## src/rtl/gpio_pkg.sv

```systemverilog
// Shared GPIO constants used by the switch debouncer and the GPIO top level.
package gpio_pkg;

    // Width of the board switch bank SW[17:0]
    localparam int unsigned NSW = 18;

    // 10 ms of stability at a 50 MHz ACLK
    localparam int unsigned DEBOUNCE_DEFAULT = 500000;

endpackage : gpio_pkg

```

## src/rtl/debounce_bit.sv

```systemverilog
// Single-bit switch debouncer: two-flop synchronizer, stability counter and accepted level.
module debounce_bit #(
    parameter int unsigned DEBOUNCE_CYCLES = 4
) (
    input  logic clk,
    input  logic rst_n,
    input  logic sw_i,
    output logic db_o,
    output logic chg_o
);

    localparam int unsigned CW      = $clog2(DEBOUNCE_CYCLES);
    localparam logic [CW-1:0] CNT_MAX = CW'(DEBOUNCE_CYCLES - 1);

    logic          sync1_q, sync1_d;
    logic          sync2_q, sync2_d;
    logic          db_q,    db_d;
    logic          chg_q,   chg_d;
    logic [CW-1:0] cnt_q,   cnt_d;

    // Next-state: synchronize, count consecutive disagreement, accept at the terminal count
    always_comb begin
        sync1_d = sw_i;
        sync2_d = sync1_q;
        db_d    = db_q;
        cnt_d   = '0;
        chg_d   = 1'b0;
        if (sync2_q != db_q) begin
            if (cnt_q == CNT_MAX) begin
                db_d  = sync2_q;
                chg_d = 1'b1;
            end else begin
                cnt_d = cnt_q + CW'(1);
            end
        end
    end

    // State registers; reset wins over every other update
    always_ff @(posedge clk) begin
        if (!rst_n) begin
            sync1_q <= 1'b0;
            sync2_q <= 1'b0;
            db_q    <= 1'b0;
            cnt_q   <= '0;
            chg_q   <= 1'b0;
        end else begin
            sync1_q <= sync1_d;
            sync2_q <= sync2_d;
            db_q    <= db_d;
            cnt_q   <= cnt_d;
            chg_q   <= chg_d;
        end
    end

    assign db_o  = db_q;
    assign chg_o = chg_q;

endmodule : debounce_bit

```

## src/rtl/sw_debounce.sv

```systemverilog
// Debouncer for the board switch bank: one independent debounce_bit per switch.
module sw_debounce
    import gpio_pkg::*;
#(
    parameter int unsigned NBITS           = NSW,
    parameter int unsigned DEBOUNCE_CYCLES = DEBOUNCE_DEFAULT
) (
    input  logic             ACLK,
    input  logic             RESET_N,
    input  logic [NBITS-1:0] SW,
    output logic [NBITS-1:0] SW_DB,
    output logic [NBITS-1:0] SW_CHG,
    output logic             ANY_CHG
);

    // One debouncer per switch bit
    for (genvar i = 0; i < int'(NBITS); i++) begin : g_bit
        debounce_bit #(
            .DEBOUNCE_CYCLES(DEBOUNCE_CYCLES)
        ) u_bit (
            .clk  (ACLK),
            .rst_n(RESET_N),
            .sw_i (SW[i]),
            .db_o (SW_DB[i]),
            .chg_o(SW_CHG[i])
        );
    end

    // Interrupt-style summary of the registered change pulses
    assign ANY_CHG = |SW_CHG;

endmodule : sw_debounce

```

## config.mk

```make
export PLATFORM = sky130hd
export DESIGN_NAME = sw_debounce
export DESIGN_NICKNAME = d
export VERILOG_FILES = /design/src/rtl/gpio_pkg.sv /design/src/rtl/debounce_bit.sv /design/src/rtl/sw_debounce.sv
export SDC_FILE = /design/constraint.sdc
export NUM_CORES = 1
export LEC_CHECK = 0
export CORE_MARGIN = 2
export CORE_UTILIZATION = 40
export CTS_BUF_LIST = sky130_fd_sc_hd__clkbuf_16
export DETAILED_ROUTE_END_ITERATION = 10
export MAX_ROUTING_LAYER = met4
export PLACE_DENSITY = 0.61
export SLEW_MARGIN = 20
export SYNTH_ARGS = -nofsm -noshare
export SYNTH_HDL_FRONTEND = slang
export SYNTH_SLANG_ARGS = --single-unit
```

## constraint.sdc

```tcl
create_clock -name ACLK -period 2.6 [get_ports ACLK]
set_clock_uncertainty 0.1 [all_clocks]
set_input_delay 0.39 -clock ACLK [delete_from_list [all_inputs] [get_ports ACLK]]
set_output_delay 0.39 -clock ACLK [all_outputs]
set_load 0.005 [all_outputs]
```

==> results of run 1 <==
-- flip-flops by register name (all words and copies together) (netlist names) --
signal	count
g_bit.u_bit.cnt_q	342
g_bit.u_bit.chg_o	18
g_bit.u_bit.db_o	18
g_bit.u_bit.sync1_q	18
g_bit.u_bit.sync2_q	18
-- kinds of logic (layout without fill, tap and decap cells) --
| kind of cell | Yosys count | count (layout) | synth area share (%) |
|---|---|---|---|
| xor gates and xnor gates | 238 | 238 | 11.5 |
| adders and majority gates | 18 | 18 | 1.25 |
| DFF | 414 | 414 | 45.9 |
| buffers and inverters | 160 | 236 | 4.25 |
| AOI/OAI and AO/OA | 226 | 226 | 7.64 |
| and+or+nand+nor | 996 | 996 | 29.4 |
-- power breakdown --
part | total, mW | switching, mW | internal, mW
Clock | 6.11 | 2.50 | 3.62
Sequential | 6.40 | 0.0194 | 6.38
Combinational | 0.159 | 0.0908 | 0.0684
Total | 12.7 | 2.61 | 10.1
-- cells in the mapped netlist, types with 18 or more instances --
| cell type | count | area (µm²) |
|---|---|---|
| o31ai_1 | 28 | 210 |
| clkbuf_1 | 34 | 128 |
| xor2_1 | 105 | 920 |
| inv_1 | 80 | 300 |
| xnor2_1 | 133 | 1160 |
| and2_1 | 45 | 282 |
| dfxtp_1 | 414 | 8290 |
| o21ai_0 | 63 | 315 |
| a21oi_1 | 99 | 495 |
| buf_4 | 41 | 308 |
| and4_1 | 31 | 272 |
| nor2_1 | 293 | 1100 |
| nand3_1 | 104 | 521 |
| nor3_1 | 55 | 275 |
| nand4_1 | 91 | 569 |
| nor4_1 | 56 | 350 |
| or4_1 | 48 | 360 |
| ha_1 | 18 | 225 |
| or3_1 | 69 | 432 |
| nand2_1 | 125 | 469 |
-- metrics by stage --
| step | area (µm²) | util [%] | hold slack [ns] | setup WS, ns |
|---|---|---|---|---|
| finish | 20500 | 46.2 | 0.191 | 0.0775 |
| global route | 20500 | 46.2 | 0.184 | 0.0173 |
| CTS | 20500 | 46.1 | 0.158 | 0.00201 |
| detailed placement | 19100 | 42.9 | 0.320 | 0.320 |
| global placement | 19100 | 42.9 | 0.318 | 0.287 |
| floorplan | 18100 | - | 0.312 | 0.534 |
-- critical path: stages, from the launching register on --
cell and delay [ns]:
dfxtp_1 0.30, or4_1 0.54, or4_4 0.51, buf_6 0.13
-- layout by cell type (no fill, tap or decap), types with 4 or more instances in the layout --
| master | count |
|---|---|
| dfxtp_1 | 413 |
| nor2_1 | 293 |
| xnor2_1 | 133 |
| nand2_1 | 125 |
| xor2_1 | 105 |
| nand3_1 | 103 |
| a21oi_1 | 99 |
| nand4_1 | 91 |
| inv_1 | 89 |
| or3_1 | 69 |
| o21ai_0 | 63 |
| nor3_1 | 55 |
| nor4_1 | 54 |
| clkdlybuf4s50_1 | 54 |
| or4_1 | 47 |
| and2_1 | 45 |
| clkbuf_16 | 45 |
| and4_1 | 31 |
| o31ai_1 | 28 |
| buf_4 | 19 |
| ha_1 | 18 |
| nor4b_1 | 14 |
| and3_1 | 12 |
| or4b_1 | 12 |
| clkinv_1 | 12 |
| o21bai_1 | 10 |
| o21a_1 | 10 |
| or2_2 | 8 |
| or4_4 | 7 |
| o21bai_4 | 7 |
| clkinv_2 | 6 |
| nor4bb_1 | 5 |
| nand3b_1 | 5 |
| a31o_2 | 5 |
| bufinv_16 | 5 |
| or3b_2 | 4 |
-- area by class of cell --
type                            instances  area (µm²)  area share, %
Inverter                               80         300           1.46
Tap cell                              592         741           3.61
Sequential cell                       414        8290           40.4
Clock buffer                           45        1130           5.49
Multi-Input combinational cell       1478        9030           44.0
Timing Repair Buffer                   77         739           3.61
Clock inverter                         34         275           1.34
-- metal layers --
layer	vias up	share of wire (%)
li1	7286	-
met1	6589	49
met2	162	45
met3	57	4.0
met4	0	2.2
met5	-	0
-- how the worst min path moves through the flow --
stage	from	depth (start not counted)	endpoint	slack, ns
after floorplan	g_bit[0].u_bit.sync1_q$_SDFF_PN0_	1	g_bit[0].u_bit.sync2_q$_SDFF_PN0_	0.31
after global placement	g_bit[2].u_bit.sync1_q$_SDFF_PN0_	1	g_bit[2].u_bit.sync2_q$_SDFF_PN0_	0.32
after detailed placement	g_bit[16].u_bit.sync1_q$_SDFF_PN0_	1	g_bit[16].u_bit.sync2_q$_SDFF_PN0_	0.32
after CTS	RESET_N	3	g_bit[5].u_bit.db_o$_SDFFE_PN0P_	0.16
after global routing	RESET_N	3	g_bit[1].u_bit.db_o$_SDFFE_PN0P_	0.18
final	RESET_N	3	g_bit[5].u_bit.db_o$_SDFFE_PN0P_	0.19
-- timing repair --
action                     in CTS  in global routing
pin swaps                       2                  2
cloned                          0                  0
setup endpoints to repair       1                  1
resized for setup               6                  4
==> flow_summary.toml, run 1 <==
[global_routing]
overflow = 0
use_met2_pct = 25.5
use_met1_pct = 20.8
antenna_found_initial = 0
grt_max_degree = 38
grt_pass1_wl_mm = 62.8
busiest_layer = "met2"
grt_pass1_vias = 13300
grt_usage_pct = 16.1
met3_usage_pct = 3.00

[timing]
fin_crit_ns = 2.52
setup_viol = 0
hold_viol = 0
worst_slew_pin_slew_ns = 1.05
rsz0062_at_grt = "no"
max-slew-margin-rel_pct = 30.1
clock.fmax_mhz = 396
slew_violations = 0
period_share_pct = 97.0
fin_tns_setup_ns = 0

[critical_path]
end_kind = "primary output"
worstReg2RegStart = "g_bit[4].u_bit.cnt_q[0]$_SDFF_PP0_"
crit_required_ns = 2.11
crit_arrival_ns = 2.03
reg2reg_to = "g_bit[4].u_bit.cnt_q[18]$_SDFF_PP0_"
crit_path_end = "ANY_CHG"
path_class = "reg2out"
startpoint = "g_bit[3].u_bit.chg_o$_SDFF_PN0_"
startpoint_type = "register"
worstPathMaxFanout = 2
worst_r2r_path_depth = 5
r2r_setup_slack_ns = 0.36

[floorplan]
die_w_um = 217
row_count = 77
die_y_um = 217
dieArea_um2 = 46900
core_um2 = 44400
ios = 57
initial_core_util_pct = 40.7

[final_layout]
fill_cells = 4259
nets = 2133
drive_gt1_share_pct = 5.69
diodes = 0
fin_cells = 2720
syn_to_final_growth_pct = 13.5

[route]
drc = 0
finalWirelength_mm = 36.8
wl_per_cell_um = 13.5
num_vias = 14100
drt_iter0_drc = 871
ant_nets = 0
routed_via_density = 5.18
drt-pass1-iter-count = 5

[placed_design]
io_buffer_count = 56
dpl.hpwl_mm = 25.3
placed_cells = 2641
finalWeightedCongestion = 0.810

[logic_synthesis]
synth_edf_count = 0
yosys.cell_types.count = 45
synth_cells = 2052
ys_warn_count = 0
ys_ff_latch = 414
synth-main-ff-cell = "dfxtp_1"
syn_avg_cell_area_um2 = 8.80
synth_seq_area_share_pct = 45.9
synth-async-reset-ratio_pct = 0
syn_area_um2 = 18100
synth_nets = 2090

[run]
max_cap_viol_count = 0

[clock_network]
hold_buffers = 0
numCtsBuffers = 44
clk_latency_ns = 0.56
cts_buffer_depth = 3
cts_root_buffer = "clkbuf_16"
cts_max_level = 2
clock-sinks = 414
cts_tree = "yes"
cts_setup_buffers = 0
clk_pin_slew_ns = 0.06

[power_and_ir_drop]
fin_total_pwr_mw = 12.7
powerDensity_nw_per_um2 = 618
leakage_nw = 6.09
ir_worst_vdd_v = 0.000521

[min_path]
worstHoldPathType = "in2reg"

[outcome]
run_status = "finished, final reports clean"
(Power assumes the default switching activity.)
==> run 2: changes to the inputs <==
--- a/config.mk
+++ b/config.mk
@@ -8,6 +8,7 @@
 export CORE_MARGIN = 2
 export CORE_UTILIZATION = 40
 export CTS_BUF_LIST = sky130_fd_sc_hd__clkbuf_16
+export CTS_CLUSTER_SIZE = 10
 export DETAILED_ROUTE_END_ITERATION = 10
 export MAX_ROUTING_LAYER = met4
 export PLACE_DENSITY = 0.61
==> run 2 against run 1 <==
Against the previous run:
- sequential cell count unchanged
- maximum frequency about the same
- worst hold slack got worse by 0.0069 ns
- sequential power barely moved
- core utilization fell by 0.27 points
- worst setup slack worse by 0.0015 ns
- critical endpoint unchanged
- via count up 0.34%
- global-route usage grew 0.13 points
- combinational power is essentially flat
- largest cell class unchanged
- clock power shrank 5.6%
==> flow_summary.toml, run 2 (same netlist as run 1, synthesis figures left out) <==
[outcome]
run_status = "finished, final reports clean"

[timing]
slew_violations = 0
period_share_pct = 97.1
fin_ws_ns = 0.0759
fin_crit_ns = 2.52
worst_slew_pin_slew_ns = 1.01
rsz0062_at_grt = "no"
setup_viol = 0
max-slew-margin-rel_pct = 32.6
clock.fmax_mhz = 396
fin_tns_setup_ns = 0
hold_viol = 0

[clock_network]
hold_buffers = 0
clk_latency_ns = 0.57
cts_max_level = 2
clk_pin_slew_ns = 0.05
clock-sinks = 414
cts_setup_buffers = 0
numCtsBuffers = 48
cts_root_buffer = "clkbuf_16"
cts_tree = "yes"
cts_buffer_depth = 3

[critical_path]
crit_arrival_ns = 2.03
cpPeakStageDelay_ns = 0.53
slowest_stage = "or4_1"
crit_required_ns = 2.11
cp_cell_sequence = "or4_1 > or4_4 > buf_6"
r2r_setup_slack_ns = 0.36
end_kind = "primary output"
worstPathMaxFanout = 2
cp_num_buf_inv = 1
startpoint_type = "register"
crit_family = "simple AND/OR/NAND/NOR gates"
path_class = "reg2out"

[route]
routed_via_density = 5.24
wl_per_cell_um = 13.7
finalWirelength_mm = 37.0
ant_nets = 0
drt_iter0_drc = 900
drt-pass1-iter-count = 7
num_vias = 14100
drc = 0

[placed_design]
io_buffer_count = 56
place_ws_ns = 0.320
post_dp_cell_area_um2 = 19100
dpl.hpwl_mm = 25.3
finalWeightedCongestion = 0.810

[final_layout]
largest_register_ffs = 342
final_common_cell = "dfxtp_1"
drive_gt1_share_pct = 5.50
diodes = 0
fin_area_um2 = 20400
final_cell_mix = "dfxtp_1, nor2_1, xnor2_1"
top_register = "g_bit.u_bit.cnt_q"
fin_util_pct = 45.9
syn_to_final_growth_pct = 12.8
nets = 2137

[power_and_ir_drop]
ir_worst_vdd_v = 0.000534
fin_total_pwr_mw = 12.3
powerDensity_nw_per_um2 = 605
leakage_nw = 6.02

[floorplan]
row_count = 77
initial_core_util_pct = 40.7
dieArea_um2 = 46900
die_y_um = 217
ios = 57
core_um2 = 44400
die_w_um = 217

[global_routing]
grt_max_degree = 38
grt_pass1_wl_mm = 63.1
grt_pass1_vias = 13300
grt_usage_pct = 16.2
overflow = 0
antenna_found_initial = 1

[min_path]
worstHoldPathType = "in2reg"

[run]
max_cap_viol_count = 0
==> run 2: cell count changes in the layout (fill, tap and decap cells not counted), moves of 2 or more <==
cell       change
clkinv_1      -11
bufinv_16      -5
clkinv_2       -5
clkbuf_16      +4
inv_1          -3
inv_6          +2
==> run 2: tightest hold or removal path, stage by stage <==
cell and delay (ns):
buf_2 0.13, buf_12 0.16, o21a_1 0.11
==> run 2: cell type report <==
cell class	instances	area [µm²]
clock buffers	49	1230
clock inverters	11	56.3
fillers	4260	24000
inverters	80	300
multi-input cells	1478	9030
flip-flops and latches	414	8290
well taps	592	741
repair buffers	77	739
==> run 2: routing by layer <==
| metal | GRT usage [%] | vias to the layer above | wire, µm |
|---|---|---|---|
| li1 | - | 7274 | - |
| met2 | 25.6 | 217 | 16500 |
| met3 | 3.52 | 60 | 1980 |
| met1 | 20.8 | 6591 | 17700 |
| met4 | 5.11 | 0 | 801 |
| met5 | - | - | 0 |
==> run 2: report_power, final <==
group	switching [mW]	internal [mW]
Sequential	0.0192	6.38
Combinational	0.0902	0.0684
Clock	2.45	3.32
==> run 2: worst paths after layout <==
| kind | start | depth (start not counted) | endpoint |
|---|---|---|---|
| hold reg to reg | g_bit[16].u_bit.sync1_q$_SDFF_PN0_ | 1 | g_bit[16].u_bit.sync2_q$_SDFF_PN0_ |
| setup reg to reg | g_bit[4].u_bit.cnt_q[0]$_SDFF_PP0_ | 5 | g_bit[4].u_bit.cnt_q[18]$_SDFF_PP0_ |
| hold / removal | RESET_N | 3 | g_bit[5].u_bit.db_o$_SDFFE_PN0P_ |
| setup / recovery | g_bit[3].u_bit.chg_o$_SDFF_PN0_ | 3 | ANY_CHG |
==> run 2: per-stage QoR <==
step                std cells  hold slack (ns)
global placement         2641            0.318
CTS                      2701            0.153
floorplan                2052            0.312
global route             2701            0.169
finish                   2701            0.184
detailed placement       2641            0.320
==> run 2: what timing repair did <==
item                       4_1_cts  5_1_grt
gates resized for setup          7        3
setup endpoints to repair        1        1
cloned                           0        0
pin swaps                        2        2
==> run 3: changes to the inputs <==
--- a/config.mk
+++ b/config.mk
@@ -10,8 +10,10 @@
 export CTS_BUF_LIST = sky130_fd_sc_hd__clkbuf_16
 export CTS_CLUSTER_SIZE = 10
 export DETAILED_ROUTE_END_ITERATION = 10
+export HOLD_SLACK_MARGIN = 0.08
 export MAX_ROUTING_LAYER = met4
 export PLACE_DENSITY = 0.61
+export SKIP_CTS_REPAIR_TIMING = 1
 export SLEW_MARGIN = 20
 export SYNTH_ARGS = -nofsm -noshare
 export SYNTH_HDL_FRONTEND = slang
==> run 3 against run 2 <==
Against the previous run:
- critical path depth did not move
- sequential power barely moved
- core utilization barely moved
- critical path type unchanged
- largest cell class unchanged
==> flow_summary.toml, run 3 (same netlist as run 1, synthesis figures left out) <==
[outcome]
run_status = "finished, final reports clean"

[timing]
fin_hold_ws_ns = 0.183
slew_violations = 0
period_share_pct = 96.6
worst_slew_pin_slew_ns = 1.02
fin_crit_ns = 2.51
hold_viol = 0
fin_tns_setup_ns = 0
clock.fmax_mhz = 398
max-slew-margin-rel_pct = 31.7
rsz0062_at_grt = "no"
setup_viol = 0
fin_ws_ns = 0.0881

[critical_path]
crit_arrival_ns = 2.02
reg2reg_to = "g_bit[4].u_bit.cnt_q[18]$_SDFF_PP0_"
slowest_stage = "or4_1"
worstPathMaxFanout = 2
cpPeakStageDelay_ns = 0.53
worstReg2RegStart = "g_bit[4].u_bit.cnt_q[0]$_SDFF_PP0_"
crit_required_ns = 2.11
startpoint = "g_bit[3].u_bit.chg_o$_SDFF_PN0_"
path_class = "reg2out"
cp_cell_sequence = "or4_1 > or4_4 > clkbuf_2"
worst_r2r_path_depth = 5
crit_path_end = "ANY_CHG"
startpoint_type = "register"
end_kind = "primary output"
r2r_setup_slack_ns = 0.36

[route]
drc = 0
drt-pass1-iter-count = 7
num_vias = 14100
routed_via_density = 5.23
drt_iter0_drc = 926
ant_nets = 0
wl_per_cell_um = 13.7
finalWirelength_mm = 37.0

[global_routing]
antenna_found_initial = 1
overflow = 0
grt_pass1_vias = 13300
grt_pass1_wl_mm = 63.1
grt_usage_pct = 16.2
grt_max_degree = 38

[min_path]
worstHoldPathType = "in2reg"

[clock_network]
cts_root_buffer = "clkbuf_16"
cts_max_level = 2
numCtsBuffers = 48
clock-sinks = 414
cts_tree = "yes"
clk_latency_ns = 0.57
clk_pin_slew_ns = 0.05
cts_buffer_depth = 3

[floorplan]
initial_core_util_pct = 40.7
core_um2 = 44400
row_count = 77
die_y_um = 217
die_w_um = 217
dieArea_um2 = 46900
ios = 57

[power_and_ir_drop]
ir_worst_vdd_v = 0.000534
powerDensity_nw_per_um2 = 605
leakage_nw = 6.01
fin_total_pwr_mw = 12.3

[final_layout]
nets = 2137
final-seq-area_um2 = 8290
final_cell_mix = "dfxtp_1, nor2_1, xnor2_1"
fill_cells = 4263
multi_input_area_um2 = 9020
fin_util_pct = 45.8
syn_to_final_growth_pct = 12.7
final_common_cell = "dfxtp_1"
fin_area_um2 = 20400
drive_gt1_share_pct = 5.36
largest_register_ffs = 342
top_register = "g_bit.u_bit.cnt_q"
fin_cells = 2701
diodes = 0

[placed_design]
io_buffer_count = 56
post_dp_cell_area_um2 = 19100
dpl.hpwl_mm = 25.3
finalWeightedCongestion = 0.810
placed_cells = 2641
place_ws_ns = 0.320

[run]
max_cap_viol_count = 0
## run 3: final cells by class
cell class	count	share of cell area [%]
clock inverters	11	0.277
multi-input cells	1478	44.3
inverters	80	1.47
clock buffers	49	6.02
repair buffers	77	3.60
well taps	592	3.64
flip-flops and latches	414	40.7
## run 3: worst min path at each step
| stage | start | end | slack [ns] | cells after the start |
|---|---|---|---|---|
| after CTS | RESET_N | g_bit[5].u_bit.db_o$_SDFFE_PN0P_ | 0.15 | 3 |
| final | RESET_N | g_bit[5].u_bit.db_o$_SDFFE_PN0P_ | 0.18 | 3 |
| after global placement | g_bit[2].u_bit.sync1_q$_SDFF_PN0_ | g_bit[2].u_bit.sync2_q$_SDFF_PN0_ | 0.32 | 1 |
| after floorplan | g_bit[0].u_bit.sync1_q$_SDFF_PN0_ | g_bit[0].u_bit.sync2_q$_SDFF_PN0_ | 0.31 | 1 |
| after global routing | RESET_N | g_bit[1].u_bit.db_o$_SDFFE_PN0P_ | 0.17 | 3 |
| after detailed placement | g_bit[16].u_bit.sync1_q$_SDFF_PN0_ | g_bit[16].u_bit.sync2_q$_SDFF_PN0_ | 0.32 | 1 |
## run 3: critical path: cells and delay by family (launching register included)
kind,cells,cell delay [ns]
buffers and inverters,1,0.13
flip-flops,1,0.30
AND/OR/NAND/NOR,2,1.02
## run 3: where the power goes
| group | internal, mW | switching (mW) |
|---|---|---|
| Sequential | 6.38 | 0.0191 |
| Clock | 3.32 | 2.45 |
| Combinational | 0.0684 | 0.0903 |
| Total | 9.77 | 2.56 |
## run 3: routing by layer
layer  share of wire [%]  track usage, %  routed length, µm
met5                   0               -                  0
met4                 2.2            5.11                796
met3                 5.0            3.52               1840
met2                  45            25.6              16500
met1                  48            20.8              17800
